--- src/rtl/iterative_mult_pkg.sv ---
// Shared types and helpers for the iterative arithmetic blocks.
// Latency: n/a; backpressure: n/a.
package iterative_mult_pkg;

    typedef enum logic [1:0] {
        IDLE = 2'd0,
        RUN  = 2'd1,
        DONE = 2'd2
    } state_t;

    // Conditional two's-complement magnitude. Callers pass a zero-extended
    // W-bit operand and keep only the low W bits of the result.
    // That also makes the most-negative input map to 2^(W-1).
    function automatic logic [31:0] abs_w(input logic [31:0] val, input logic negate);
        return negate ? (~val + 32'd1) : val;
    endfunction

endpackage

--- src/rtl/iterative_mult_hs.sv ---
// Shift-and-add multiplier, signed or unsigned per transaction, valid/ready on both sides.
// Latency: WIDTH cycles from accept to out_valid. Backpressure: DONE holds while out_ready is low.
// in_ready is high only in IDLE.
module iterative_mult_hs
    import iterative_mult_pkg::*;
#(
    parameter int WIDTH = 8
) (
    input  logic               clk,
    input  logic               rst_n,
    input  logic               in_valid,
    output logic               in_ready,
    input  logic [WIDTH-1:0]   in1,
    input  logic [WIDTH-1:0]   in2,
    input  logic               in_signed,
    output logic               out_valid,
    input  logic               out_ready,
    output logic [2*WIDTH-1:0] out,
    output logic               busy
);

    localparam int PW    = 2 * WIDTH;
    localparam int CNT_W = $clog2(WIDTH);
    localparam logic [CNT_W-1:0] CNT_LAST = CNT_W'(WIDTH - 1);

    state_t           state_q, state_d;
    logic [CNT_W-1:0] cnt_q, cnt_d;
    logic [PW-1:0]    acc_q, acc_d;
    logic [PW-1:0]    mcand_q, mcand_d;
    logic [WIDTH-1:0] mplier_q, mplier_d;
    logic             neg_q, neg_d;

    logic [WIDTH-1:0] mag1, mag2;
    logic [PW-1:0]    acc_sum;

    always_comb begin
        mag1 = WIDTH'(abs_w(32'(in1), in_signed & in1[WIDTH-1]));
        mag2 = WIDTH'(abs_w(32'(in2), in_signed & in2[WIDTH-1]));
        acc_sum = acc_q + (mplier_q[cnt_q] ? (mcand_q << cnt_q) : {PW{1'b0}});

        state_d  = state_q;
        cnt_d    = cnt_q;
        acc_d    = acc_q;
        mcand_d  = mcand_q;
        mplier_d = mplier_q;
        neg_d    = neg_q;

        case (state_q)
            IDLE: begin
                if (in_valid) begin
                    mcand_d  = PW'(mag1);
                    mplier_d = mag2;
                    neg_d    = in_signed & (in1[WIDTH-1] ^ in2[WIDTH-1]);
                    acc_d    = '0;
                    cnt_d    = '0;
                    state_d  = RUN;
                end
            end
            RUN: begin
                acc_d = acc_sum;
                cnt_d = cnt_q + CNT_W'(1);
                // Explicit terminal count; the counter is parked at 0 instead of wrapping.
                if (cnt_q == CNT_LAST) begin
                    acc_d   = neg_q ? (~acc_sum + PW'(1)) : acc_sum;
                    cnt_d   = '0;
                    state_d = DONE;
                end
            end
            DONE: begin
                if (out_ready) begin
                    state_d = IDLE;
                end
            end
            default: state_d = IDLE;
        endcase
    end

    always_ff @(posedge clk or negedge rst_n) begin
        if (!rst_n) begin
            state_q  <= IDLE;
            cnt_q    <= '0;
            acc_q    <= '0;
            mcand_q  <= '0;
            mplier_q <= '0;
            neg_q    <= 1'b0;
        end else begin
            state_q  <= state_d;
            cnt_q    <= cnt_d;
            acc_q    <= acc_d;
            mcand_q  <= mcand_d;
            mplier_q <= mplier_d;
            neg_q    <= neg_d;
        end
    end

    // acc_q doubles as the result register once in DONE.
    assign in_ready  = (state_q == IDLE);
    assign out_valid = (state_q == DONE);
    assign busy      = (state_q != IDLE);
    assign out       = out_valid ? acc_q : {PW{1'b0}};

endmodule
--- config.mk ---
export PLATFORM = sky130hd
export DESIGN_NAME = iterative_mult_hs
export DESIGN_NICKNAME = d
export VERILOG_FILES = /design/src/rtl/iterative_mult_pkg.sv /design/src/rtl/iterative_mult_hs.sv
export SDC_FILE = /design/constraint.sdc
export NUM_CORES = 1
export LEC_CHECK = 0
export ABC_CLOCK_PERIOD_IN_PS = 6900
export BUFFER_PORTS_ARGS = -buffer_cell sky130_fd_sc_hd__buf_2
export CAP_MARGIN = 30
export CELL_PAD_IN_SITES_DETAIL_PLACEMENT = 0
export CELL_PAD_IN_SITES_GLOBAL_PLACEMENT = 1
export CORE_MARGIN = 5
export CORE_UTILIZATION = 47
export DETAILED_ROUTE_END_ITERATION = 6
export PLACE_DENSITY_LB_ADDON = 0.15
export RECOVER_POWER = 50
export SLEW_MARGIN = 30
export SYNTH_ARGS = -nofsm -noshare
export SYNTH_HDL_FRONTEND = slang
export SYNTH_SLANG_ARGS = --single-unit
--- constraint.sdc ---
create_clock -name clk -period 6.9 [get_ports clk]
set_clock_uncertainty 0.2 [all_clocks]
set_input_delay 1.035 -clock clk [delete_from_list [all_inputs] [get_ports clk]]
set_output_delay 1.035 -clock clk [all_outputs]
set_load 0.05 [all_outputs]
; ---- Yosys cells after proc, flatten, opt, wreduce, memory -nomap -nowiden
; Cells that the tools add are included.
[word_totals]
regBits = 38
in_bits = 21
elab_cells = 49
[classes]
add_sub_neg = 5
n_lt_le_gt_ge = 1
n_eq_ne = 6
shifts = 1
muxes = 17
bitwise_logic = 7
reduce_logical = 6
[op_table]
columns = cell, count
row1 = $mux 16, 5
row2 = $pmux 16 s2, 1
row3 = $add 16x1->16 const B, 1
row4 = $add 16x16->16, 1
row5 = $add 8x1->8 const B, 2
row6 = $mux 8, 2
row7 = $not 16->16, 1
row8 = $not 8->8, 2
row9 = $shl 8x3->16, 1
row10 = $mux 2, 3
row11 = $mux 3, 2
row12 = $pmux 2 s3, 1
row13 = $pmux 3 s2, 1
row14 = $lt 3x4->1 const B, 1
row15 = $ne 2x2->1 const B, 2
row16 = $reduce_and 2->1, 2
row17 = $reduce_bool 2->1, 2
row18 = $add 3x1->3 const B, 1
row19 = $and 1x1->1, 3
row20 = $bmux 1 s3, 1
row21 = $eq 3x3->1 const B, 1
row22 = $reduce_and 3->1, 1
row23 = $eq 2x1->1 const B, 1
row24 = $eq 2x2->1 const B, 1
row25 = 4 further kinds, 4

; ---- Depth between registers and ports, before layout
; Gate-level depths: netlist of run 1.
[depth]
depth_word = 9
depth_mapped = 18

; ---- Least setup slack after synthesis of run 1
; No wires, ideal clock.
[synth_timing]
path_kind = reg2reg
start = reg cnt_q[0]
end = reg acc_q[15]
t_arrival_ns = 3.934
slack_ns = 2.629
stages_incl_launch_ff = 17
path_buffers = 3
cell_sequence = dfrtp_1 -> clkbuf_1 -> mux4_2 -> nand2_1 -> and2_1 -> clkbuf_1 -> nor2_1 -> ha_1 -> and3_1 -> a221oi_4 -> xor2_2 -> o211ai_1 -> or3_1 -> clkbuf_2 -> or2_1 -> a2111oi_2 -> o211ai_1
[synth_between]
elab_chain_cells = 9
word_cells_on_any_way = 11
[synth_rtl]
columns = element, line_no
row1 = "start, declared", iterative_mult_hs.sv:27  ; logic [CNT_W-1:0] cnt_q, cnt_d;
row2 = "start signal, assigned", iterative_mult_hs.sv:88  ; cnt_q <= cnt_d;
row3 = $bmux 1 s3, iterative_mult_hs.sv:39  ; acc_sum = acc_q + (mplier_q[cnt_q] ? (mcand_q << cnt_q) : {PW{1'b0}});
row4 = $mux 1 (implied by the code), iterative_mult_hs.sv:39
row5 = $mux 16, iterative_mult_hs.sv:39
row6 = $add 16x16->16, iterative_mult_hs.sv:39
row7 = $not 16->16, iterative_mult_hs.sv:64  ; acc_d = neg_q ? (~acc_sum + PW'(1)) : acc_sum;
row8 = $add 16x1->16, iterative_mult_hs.sv:64
row9 = $mux 16, iterative_mult_hs.sv:64
row10 = $mux 16 (*), iterative_mult_hs.sv:63  ; if (cnt_q == CNT_LAST) begin
row11 = $pmux 16 s2 (*), iterative_mult_hs.sv:48  ; case (state_q)
row12 = "end signal, assigned", iterative_mult_hs.sv:82  ; acc_q <= '0;
row13 = "end signal, assigned", iterative_mult_hs.sv:89  ; acc_q <= acc_d;
row14 = "end, declared", iterative_mult_hs.sv:28  ; logic [PW-1:0] acc_q, acc_d;
; Mark *: on every way between the ends. The rest lies on a longest branch, timed or not. The select of a mux whose other input is x is not followed.
; A chain may end at the register's enable or synchronous reset.

; ---- Worst setup path in the final report of run 1
[layout_timing]
start = reg cnt_q[0]
end = reg acc_q[14]
; Same word-level chain as after synthesis.

==> impl_metrics.tcl, run 1 <==
set metrics [dict create \
    syn_inst 438 \
    post_cts_buffers 0 \
    fin_util_pct 52.6 \
    outcome "complete, but fails checks" \
    grt_pass1_vias 2946 \
    synth-seq-cells 38 \
    slew_violations 94 \
    hold_viol 0 \
    ys_top_cells_by_area "dfrtp_1 (27%), ha_1 (7.2%), nand2_1 (5.5%)" \
    mostFrequentLayoutCells "nand2_1 (51), nor2_1 (39), o21ai_0 (38), dfrtp_1 (38), buf_2 (38)" \
    r2r-end "acc_q[14]$_DFFE_PN0P_" \
    cts_buffer_depth 2 \
    via_per_inst 5.56 \
    critical_path_arrival_ps 4850 \
    fp.dieW_um 96.1 \
    power_frac_comb_pct 66.1 \
    fin_crit_sh_pct 70.1 \
    die_h_um 96.1 \
    ant_nets 0 \
    cp_max_fo 15 \
    design_area_um2 3810 \
    ir_drop_mv 0.165 \
    synth_area_per_cell_um2 7.95 \
    grt_setup_unrepaired "false" \
    clk_pin_slew_ps 90 \
    clockRootBuffer "clkbuf_8" \
    synth_edf_count 0 \
    async_flop_share_pct 100 \
    numPortBuffers 39 \
    netlist.area_leader.share_pct 27.3 \
    die-area_um2 9230 \
    crit_type "reg2reg" \
    cts_made_buffers 5 \
    violations "capacitance limit, slew limit" \
    ff2ff_path_depth 12 \
    synth_nets 480 \
    p_int_w 0.000872 \
    cellPowerDensity_nw_per_um2 469 \
    reg2reg_slack_ps 2060 \
    pwr-share-clk_pct 8.9 \
    sw_frac_of_total_pct 51.2 \
    critPathRequiredTime_ps 6910 \
    tightest_slew_ps 2120 \
    drt_iter0_drc 117 \
    drive_gt1_share_pct 14.3 \
    r2r-start "cnt_q[0]$_DFFE_PN0P_" \
    switchingPower_w 0.000916 \
    clk_latency_ps 290 \
    globalplace.congestion 0.828 \
    fin_setup_tns_ps 0 \
    placed_cell_area_um2 3730 \
    start_util_pct 48.0 \
    finalSetupViolations 0 \
    dr_total_vias 3123 \
    h-tree-depth 2 \
    antenna_found_initial 0 \
    syn-cell-area_um2 3480 \
    routed_wl_um 8290 \
    drc_errors 0 \
    tritoncts "yes" \
    core_um2 7250 \
    grt-ovfl-total 0 \
    cts_hold_buf 0 \
    grt_pass1_wl_um 14000 \
    cts_resized 0 \
    seq_area_frac_synth_pct 27.3 \
    yosysUniqueCellTypes 62 \
    holdPathEnd "mplier_q[1]$_DFFE_PN0P_" \
    cap_violations 2 \
    post-dp-hpwl_um 6240 \
    min_from "mplier_q[1]$_DFFE_PN0P_" \
    post_drt_wl_per_cell_um 14.7 \
    hold_depth 2 \
    fmax_ghz 0.207 \
    grt_max_degree 55 \
    slew-limit-headroom_pct -41.6 \
    num-nets-final 504 \
    synth_ff_type "dfrtp_1" \
    ios 40 \
    final_common_cell "nand2_1" \
    first_pass_iters 4 \
    synth_top_area_cell "dfrtp_1" \
    cp-start-kind "flop" \
    n_antenna_cell 0 \
    cts_sinks 38 \
    syn2layout_area_growth_pct 9.52 \
    track_usage_pct 19.1 \
    cp-end-kind "flop" \
    p_seq_share_pct 25.0 \
    power_leakage_nw 1.74 \
    rows 31 \
    yosys_warnings 0 \
    timing.final.crit_period_ps 4840 \
    crit_start "cnt_q[0]$_DFFE_PN0P_" \
    holdCritPathClass "reg2reg" \
]
[kinds of logic after synthesis]
family,Yosys count,share of synthesized area [%]
AOI/OAI and AO/OA,104,19.7
xor gates and xnor gates,27,7.00
adders and majority gates,21,7.76
buffers and inverters,34,3.74
DFF,38,27.3
muxes,20,6.64
and+or+nand+nor,194,27.8
[worst max-delay path by stage]
stage	endpoint	cells after the start
after global placement	acc_q[14]$_DFFE_PN0P_	12
after CTS	acc_q[14]$_DFFE_PN0P_	12
after global routing	acc_q[14]$_DFFE_PN0P_	12
after floorplan	acc_q[15]$_DFFE_PN0P_	16
after detailed placement	acc_q[15]$_DFFE_PN0P_	13
final	acc_q[14]$_DFFE_PN0P_	12
[power by group through the flow]
| stage | Clock [W] | Combinational (W) | Sequential [W] |
|---|---|---|---|
| CTS | 0.000164 | 0.00118 | 0.000449 |
| finish | 0.000160 | 0.00118 | 0.000447 |
| global route | 0.000175 | 0.00134 | 0.000465 |
| global placement | 0 | 0.00116 | 0.000450 |
| floorplan | 0 | 0.000996 | 0.000384 |
| detailed placement | 0 | 0.00117 | 0.000453 |
[state kept, by name, summed over array words and instances, names as in the netlist]
signal / flops
acc_q: 16
cnt_q: 3
mcand_q: 8
mplier_q: 8
neg_q: 1
state_q: 2
[critical path, cell delays in order (launching register included)]
cell      delay, ps
dfrtp_1         720
mux4_2          580
nand2_1         170
and2_1          270
nor2_1           90
ha_1            390
and3_1          260
a221oi_4        380
o211ai_1        260
o311ai_0        710
nor3_1          200
a2111o_1        420
o211ai_1         90
[synth_stat cells, types with 2 or more instances]
library cell / n
a211oi_1: 3
a21o_1: 6
a21oi_1: 20
a31oi_1: 2
and2_1: 19
and3_1: 7
and3b_1: 2
clkbuf_1: 22
dfrtp_1: 38
ha_1: 20
inv_1: 10
mux2_2: 5
mux2i_1: 13
mux4_2: 2
nand2_1: 51
nand2b_1: 5
nand3_1: 29
nand3b_1: 3
nand4_1: 3
nand4b_1: 2
nor2_1: 39
nor2b_1: 4
nor3_1: 10
nor4_1: 2
o2111ai_1: 2
o211ai_1: 7
o21ai_0: 38
o21bai_1: 2
o31ai_1: 5
o41ai_1: 2
or2_2: 2
or3_1: 8
or4_1: 2
xnor2_1: 15
xor2_1: 11
[metal layers]
layer	GRT usage, %	share of wire, %	vias up
met4	2.84	0.49	0
li1	-	-	1624
met5	0	0	-
met3	2.42	5.8	5
met1	26.2	46	1422
met2	32.6	47	72
[final cells by class]
type | count | area [µm²]
fillers | 731 | 3440
clock inverters | 3 | 21.3
clock buffers | 5 | 68.8
repair buffers | 41 | 205
well taps | 99 | 124
flip-flops and latches | 38 | 951
multi-input cells | 366 | 2410
inverters | 10 | 37.5
[per-stage QoR]
step	std cells	power, W	hold slack [ps]	worst slack [ps]
floorplan	438	0.00138	245	2630
global placement	554	0.00161	275	2290
detailed placement	554	0.00163	277	2100
CTS	562	0.00179	297	2070
global route	562	0.00198	321	1710
finish	562	0.00179	289	2060
(Power assumes the default switching activity.)
==> run 2, diff against run 1 <==
- ABC_CLOCK_PERIOD_IN_PS: 6900 -> 4600
- CORE_UTILIZATION: 47 -> 44
- clock period: 6.9 -> 4.6 ns (I/O delays scaled with it)
==> run 2 against run 1 <==
  * Critical path depth rose by 1
  * Non-clock buffer count rose by 3
  * Wire length rose by 3.3%
  * The flow still finishes with violations (capacitance limit, slew limit)
  * Register-to-register slack got worse by 1800 ps
  * Die area rose by 6.1%
  * Final cell count rose by 1.1%
  * Core utilization fell by 2.0 points
  * Power rose by 61%
  * Cell area rose by 2.5%
  * First-iteration DRC count fell by 22%
  * Global-route usage fell by 1.4 points
  * Critical endpoint is now acc_q[15]$_DFFE_PN0P_
  * Critical path type unchanged
==> impl_metrics.tcl, run 2 (synthesized netlist as in run 1, its figures left out) <==
set metrics [dict create \
    power_frac_comb_pct 66.0 \
    clk_latency_ps 290 \
    top_regs "acc_q x16, mcand_q x8, mplier_q x8" \
    largest_reg_flops 16 \
    p_int_w 0.00146 \
    fin_crit_sh_pct 94.9 \
    timing.final.crit_period_ps 4370 \
    ant_nets 0 \
    cap_violations 2 \
    pwr-share-clk_pct 12.1 \
    outcome "complete, but fails checks" \
    drt_iter0_drc 91 \
    numPortBuffers 39 \
    post-dp-hpwl_um 6520 \
    die_h_um 99.0 \
    p_seq_share_pct 21.9 \
    critical_path_arrival_ps 4340 \
    cp_max_fo 6 \
    rows 32 \
    ir_drop_mv 0.232 \
    fp.dieW_um 99.0 \
    cts_made_buffers 5 \
    fmax_ghz 0.229 \
    die-area_um2 9800 \
    finalSetupViolations 0 \
    critPathRequiredTime_ps 4570 \
    tritoncts "yes" \
    via_per_inst 5.58 \
    globalplace.congestion 0.870 \
    instances_no_fill 568 \
    grt_pass1_vias 2909 \
    cts_sinks 38 \
    fin_setup_tns_ps 0 \
    dp.cells 560 \
    power_w 0.00288 \
    num-nets-final 507 \
    grt_max_degree 43 \
    slew_violations 81 \
    cts_buffer_depth 2 \
    hold_viol 0 \
    first_pass_iters 4 \
    holdWs_ps 294 \
    n_antenna_cell 0 \
    grt_pass1_wl_um 14200 \
    final_common_cell "nand2_1" \
    cp-end-kind "flop" \
    post_drt_wl_per_cell_um 15.1 \
    sw_frac_of_total_pct 49.1 \
    core_um2 7730 \
    holdCritPathClass "reg2reg" \
    h-tree-depth 2 \
    routed_wl_um 8560 \
    cellPowerDensity_nw_per_um2 735 \
    antenna_found_initial 0 \
    grt-ovfl-total 0 \
    regMostFlops "acc_q" \
    violations "capacitance limit, slew limit" \
    ios 40 \
    syn2layout_area_growth_pct 12.3 \
    slew-limit-headroom_pct -40.9 \
    power_leakage_nw 1.78 \
    clk_pin_slew_ps 80 \
    drive_gt1_share_pct 15.9 \
    switchingPower_w 0.00141 \
    tightest_slew_ps 2110 \
    cp-start-kind "flop" \
    dr_total_vias 3168 \
    clockRootBuffer "clkbuf_8" \
    mostFrequentLayoutCells "nand2_1 (51), nor2_1 (39), o21ai_0 (38), dfrtp_1 (38), buf_2 (38)" \
    crit_type "reg2reg" \
    drc_errors 0 \
    track_usage_pct 17.7 \
    start_util_pct 45.1 \
    grt_setup_unrepaired "false" \
]
[run 2: what timing repair did]
action	CTS	global route
resized for setup	0	7
hold buffers	0	0
setup endpoints to repair	0	4
setup buffers	0	0
[run 2: worst max-delay path, cell delays in order (launching register included)]
cell,delay (ps)
dfrtp_1,430
mux4_2,510
nand2_1,180
nor3_1,80
ha_1,220
fa_1,430
and3_2,200
or3_4,360
a221oi_2,380
o211ai_1,170
or3_4,400
or2_1,260
a2111oi_2,290
o211ai_1,130
[run 2: area by class of cell]
type / instances / area [µm²]
clock buffer: 5 / 68.8
clock inverter: 3 / 68.8
fill: 780 / 3820
inverter: 10 / 37.5
multi-input combinational: 366 / 2430
sequential: 38 / 951
tap: 102 / 128
timing repair buffer: 44 / 228
[run 2: final timing paths]
check                           slack [ps]                      end  depth (start not counted)               startpoint
worst max-delay path                   230    acc_q[15]$_DFFE_PN0P_                         13     cnt_q[0]$_DFFE_PN0P_
worst min-delay path                   290  mplier_q[5]$_DFFE_PN0P_                          2  mplier_q[5]$_DFFE_PN0P_
worst max register to register         230    acc_q[15]$_DFFE_PN0P_                         13     cnt_q[0]$_DFFE_PN0P_
worst min register to register         290  mplier_q[5]$_DFFE_PN0P_                          2  mplier_q[5]$_DFFE_PN0P_
max in group asynchronous             2190     acc_q[1]$_DFFE_PN0P_                          1                    rst_n
min in group asynchronous              800  mplier_q[7]$_DFFE_PN0P_                          1                    rst_n
[run 2: stage by stage]
| step | instance area [µm²] | util [%] | worst slack, ps |
|---|---|---|---|
| 3_5_place_dp | 3750 | 48.6 | 149 |
| 4_1_cts | 3890 | 50.4 | 140 |
| 3_3_place_gp | 3750 | 48.5 | 222 |
| 6_report | 3910 | 50.6 | 234 |
| 2_1_floorplan | 3480 | - | 329 |
| 5_1_grt | 3910 | 50.6 | 20.1 |
[run 2: routing by layer]
metal  routed length, µm  vias up  track usage, %
met1                4020     1454            25.1
li1                    -     1627               -
met2                4020       75            28.5
met3                 385       12            2.41
met5                   0        -               0
met4                 130        0            3.89
[run 2: power groups by stage]
| stage | clock network (W) | registers (W) | logic (W) |
|---|---|---|---|
| after floorplan | 0 | 0.000576 | 0.00149 |
| after global placement | 0 | 0.000636 | 0.00181 |
| after detailed placement | 0 | 0.000638 | 0.00183 |
| after CTS | 0.000356 | 0.000632 | 0.00185 |
| after global routing | 0.000375 | 0.000654 | 0.00213 |
| final | 0.000349 | 0.000630 | 0.00190 |
==> run 3, diff against run 2 <==
- CORE_UTILIZATION: 44 -> 40
==> run 3 against run 2 <==
  * The flow still finishes with violations (capacitance limit, slew limit)
  * Cell area up 0.51%
  * Clock power up 6.0%
  * Global-route usage about the same
  * Non-clock buffer count up 1
  * Via count about the same
  * Final cell count up 1.2%
  * Sequential cell count unchanged
  * Register-to-register slack better by 80 ps
  * Core utilization down 4.9 points
  * Fmax up 1.8%
==> impl_metrics.tcl, run 3 (synthesized netlist as in run 1, its figures left out) <==
set metrics [dict create \
    outcome "complete, but fails checks" \
    violations "capacitance limit, slew limit" \
    pwr-share-clk_pct 12.8 \
    dp.cells 567 \
    ir_drop_mv 0.201 \
    die_h_um 103 \
    holdCritPathClass "reg2reg" \
    sw_frac_of_total_pct 48.9 \
    min_from "mplier_q[3]$_DFFE_PN0P_" \
    cts_sinks 38 \
    critPathRequiredTime_ps 4580 \
    cp_top_family "simple AND/OR/NAND/NOR gates" \
    die-area_um2 10700 \
    num-nets-final 508 \
    regMostFlops "acc_q" \
    post-dp-hpwl_um 6710 \
    holdWs_ps 283 \
    fin_setup_tns_ps 0 \
    fin_crit_sh_pct 93.3 \
    reg2reg_slack_ps 310 \
    max_stage_delay_ps 510 \
    syn2layout_area_growth_pct 12.9 \
    core_um2 8590 \
    power_frac_comb_pct 65.7 \
    grt_max_degree 42 \
    post_cts_buffers 0 \
    clockRootBuffer "clkbuf_8" \
    critical_path_arrival_ps 4270 \
    grt_pass1_wl_um 15100 \
    finalSetupViolations 0 \
    p_int_w 0.00148 \
    drc_errors 0 \
    ios 40 \
    r2r-start "cnt_q[0]$_DFFE_PN0P_" \
    grt_pass1_vias 3135 \
    via_per_inst 5.51 \
    mostFrequentLayoutCells "nand2_1 (51), nor2_1 (39), o21ai_0 (38), dfrtp_1 (38), buf_2 (38)" \
    cts_buffer_depth 2 \
    cp-end-kind "flop" \
    path_buf_inv 0 \
    slew_violations 39 \
    dr_total_vias 3167 \
    p_seq_share_pct 21.5 \
    largest_reg_flops 16 \
    crit_type "reg2reg" \
    first_pass_iters 4 \
    ff2ff_path_depth 13 \
    crit_chain "mux4_2, nand2_1, nor3_1, ha_1, fa_1, and3_2, or3_4, a221oi_2, o211ai_1, or3_4, or2_1, a2111oi_2, o211ai_1" \
    r2r-end "acc_q[15]$_DFFE_PN0P_" \
    slew-limit-headroom_pct -39.0 \
    fmax_ghz 0.233 \
    cellPowerDensity_nw_per_um2 737 \
    cts_made_buffers 5 \
    holdPathEnd "mplier_q[3]$_DFFE_PN0P_" \
    drt_iter0_drc 86 \
    final_common_cell "nand2_1" \
    fp.dieW_um 103 \
    clk_pin_slew_ps 90 \
    grt_setup_unrepaired "false" \
    tightest_slew_ps 2090 \
    top_regs "acc_q x16, mcand_q x8, mplier_q x8" \
    grt-ovfl-total 0 \
    h-tree-depth 2 \
    cp-start-kind "flop" \
    ant_nets 0 \
    n_antenna_cell 0 \
    globalplace.congestion 0.827 \
    cap_violations 1 \
    drive_gt1_share_pct 16.1 \
    clk_latency_ps 300 \
    timing.final.crit_period_ps 4290 \
    hold_depth 2 \
    start_util_pct 40.5 \
    instances_no_fill 575 \
    power_leakage_nw 1.79 \
    tritoncts "yes" \
    rows 34 \
    post_drt_wl_per_cell_um 15.5 \
    power_w 0.00290 \
    crit_slowest_cell "mux4_2" \
    hold_viol 0 \
    antenna_found_initial 0 \
    numPortBuffers 39 \
    cp_max_fo 6 \
    routed_wl_um 8890 \
    track_usage_pct 17.7 \
    switchingPower_w 0.00142 \
]
==> run 3: worst max path at each step <==
stage                     slack (ps)                  from               endpoint  depth (start not counted)
after global placement           300  cnt_q[0]$_DFFE_PN0P_  acc_q[15]$_DFFE_PN0P_                         13
after detailed placement         240  cnt_q[0]$_DFFE_PN0P_  acc_q[15]$_DFFE_PN0P_                         13
after floorplan                  330  cnt_q[0]$_DFFE_PN0P_  acc_q[15]$_DFFE_PN0P_                         16
after CTS                        230  cnt_q[0]$_DFFE_PN0P_  acc_q[15]$_DFFE_PN0P_                         13
final                            310  cnt_q[0]$_DFFE_PN0P_  acc_q[15]$_DFFE_PN0P_                         13
after global routing              10  cnt_q[0]$_DFFE_PN0P_  acc_q[15]$_DFFE_PN0P_                         13
==> run 3: layout make-up <==
class                   count  area (µm²)
multi-input cells         366        2430
well taps                 108         135
fillers                   890        4660
inverters                  10        37.5
clock buffers               6        82.6
flip-flops and latches     38         951
clock inverters             2        60.1
repair buffers             45         235
==> run 3: repair_timing <==
| action | in CTS | in global routing |
|---|---|---|
| hold buffers | 0 | 0 |
| setup endpoints to repair | 0 | 3 |
| resized for setup | 0 | 7 |
==> run 3: tightest hold or removal path, cell delays in order (launching register included) <==
cell and delay (ps):
dfrtp_1 350, nand2_1 50, o21ai_0 60
==> run 3: power groups by stage <==
stage / Clock (W) / Sequential, W / Combinational, W
2_1_floorplan: 0 / 0.000576 / 0.00149
3_3_place_gp: 0 / 0.000631 / 0.00183
3_5_place_dp: 0 / 0.000632 / 0.00185
4_1_cts: 0.000380 / 0.000624 / 0.00186
5_1_grt: 0.000390 / 0.000644 / 0.00215
6_report: 0.000370 / 0.000624 / 0.00190
==> run 3: per-stage QoR <==
step           instance area [µm²]  util (%)  setup slack [ps]
5_1_grt                       3930      45.7              10.8
6_report                      3930      45.7               310
2_1_floorplan                 3480         -               329
4_1_cts                       3910      45.5               226
3_3_place_gp                  3770      43.8               300
3_5_place_dp                  3770      43.9               241
==> run 3: per-layer routing <==
metal / vias up / wire, µm / GRT usage (%)
li1: 1634 / - / -
met1: 1461 / 4150 / 23.4
met2: 61 / 4240 / 30.7
met3: 11 / 328 / 1.68
met4: 0 / 165 / 4.88
met5: - / 0 / 0
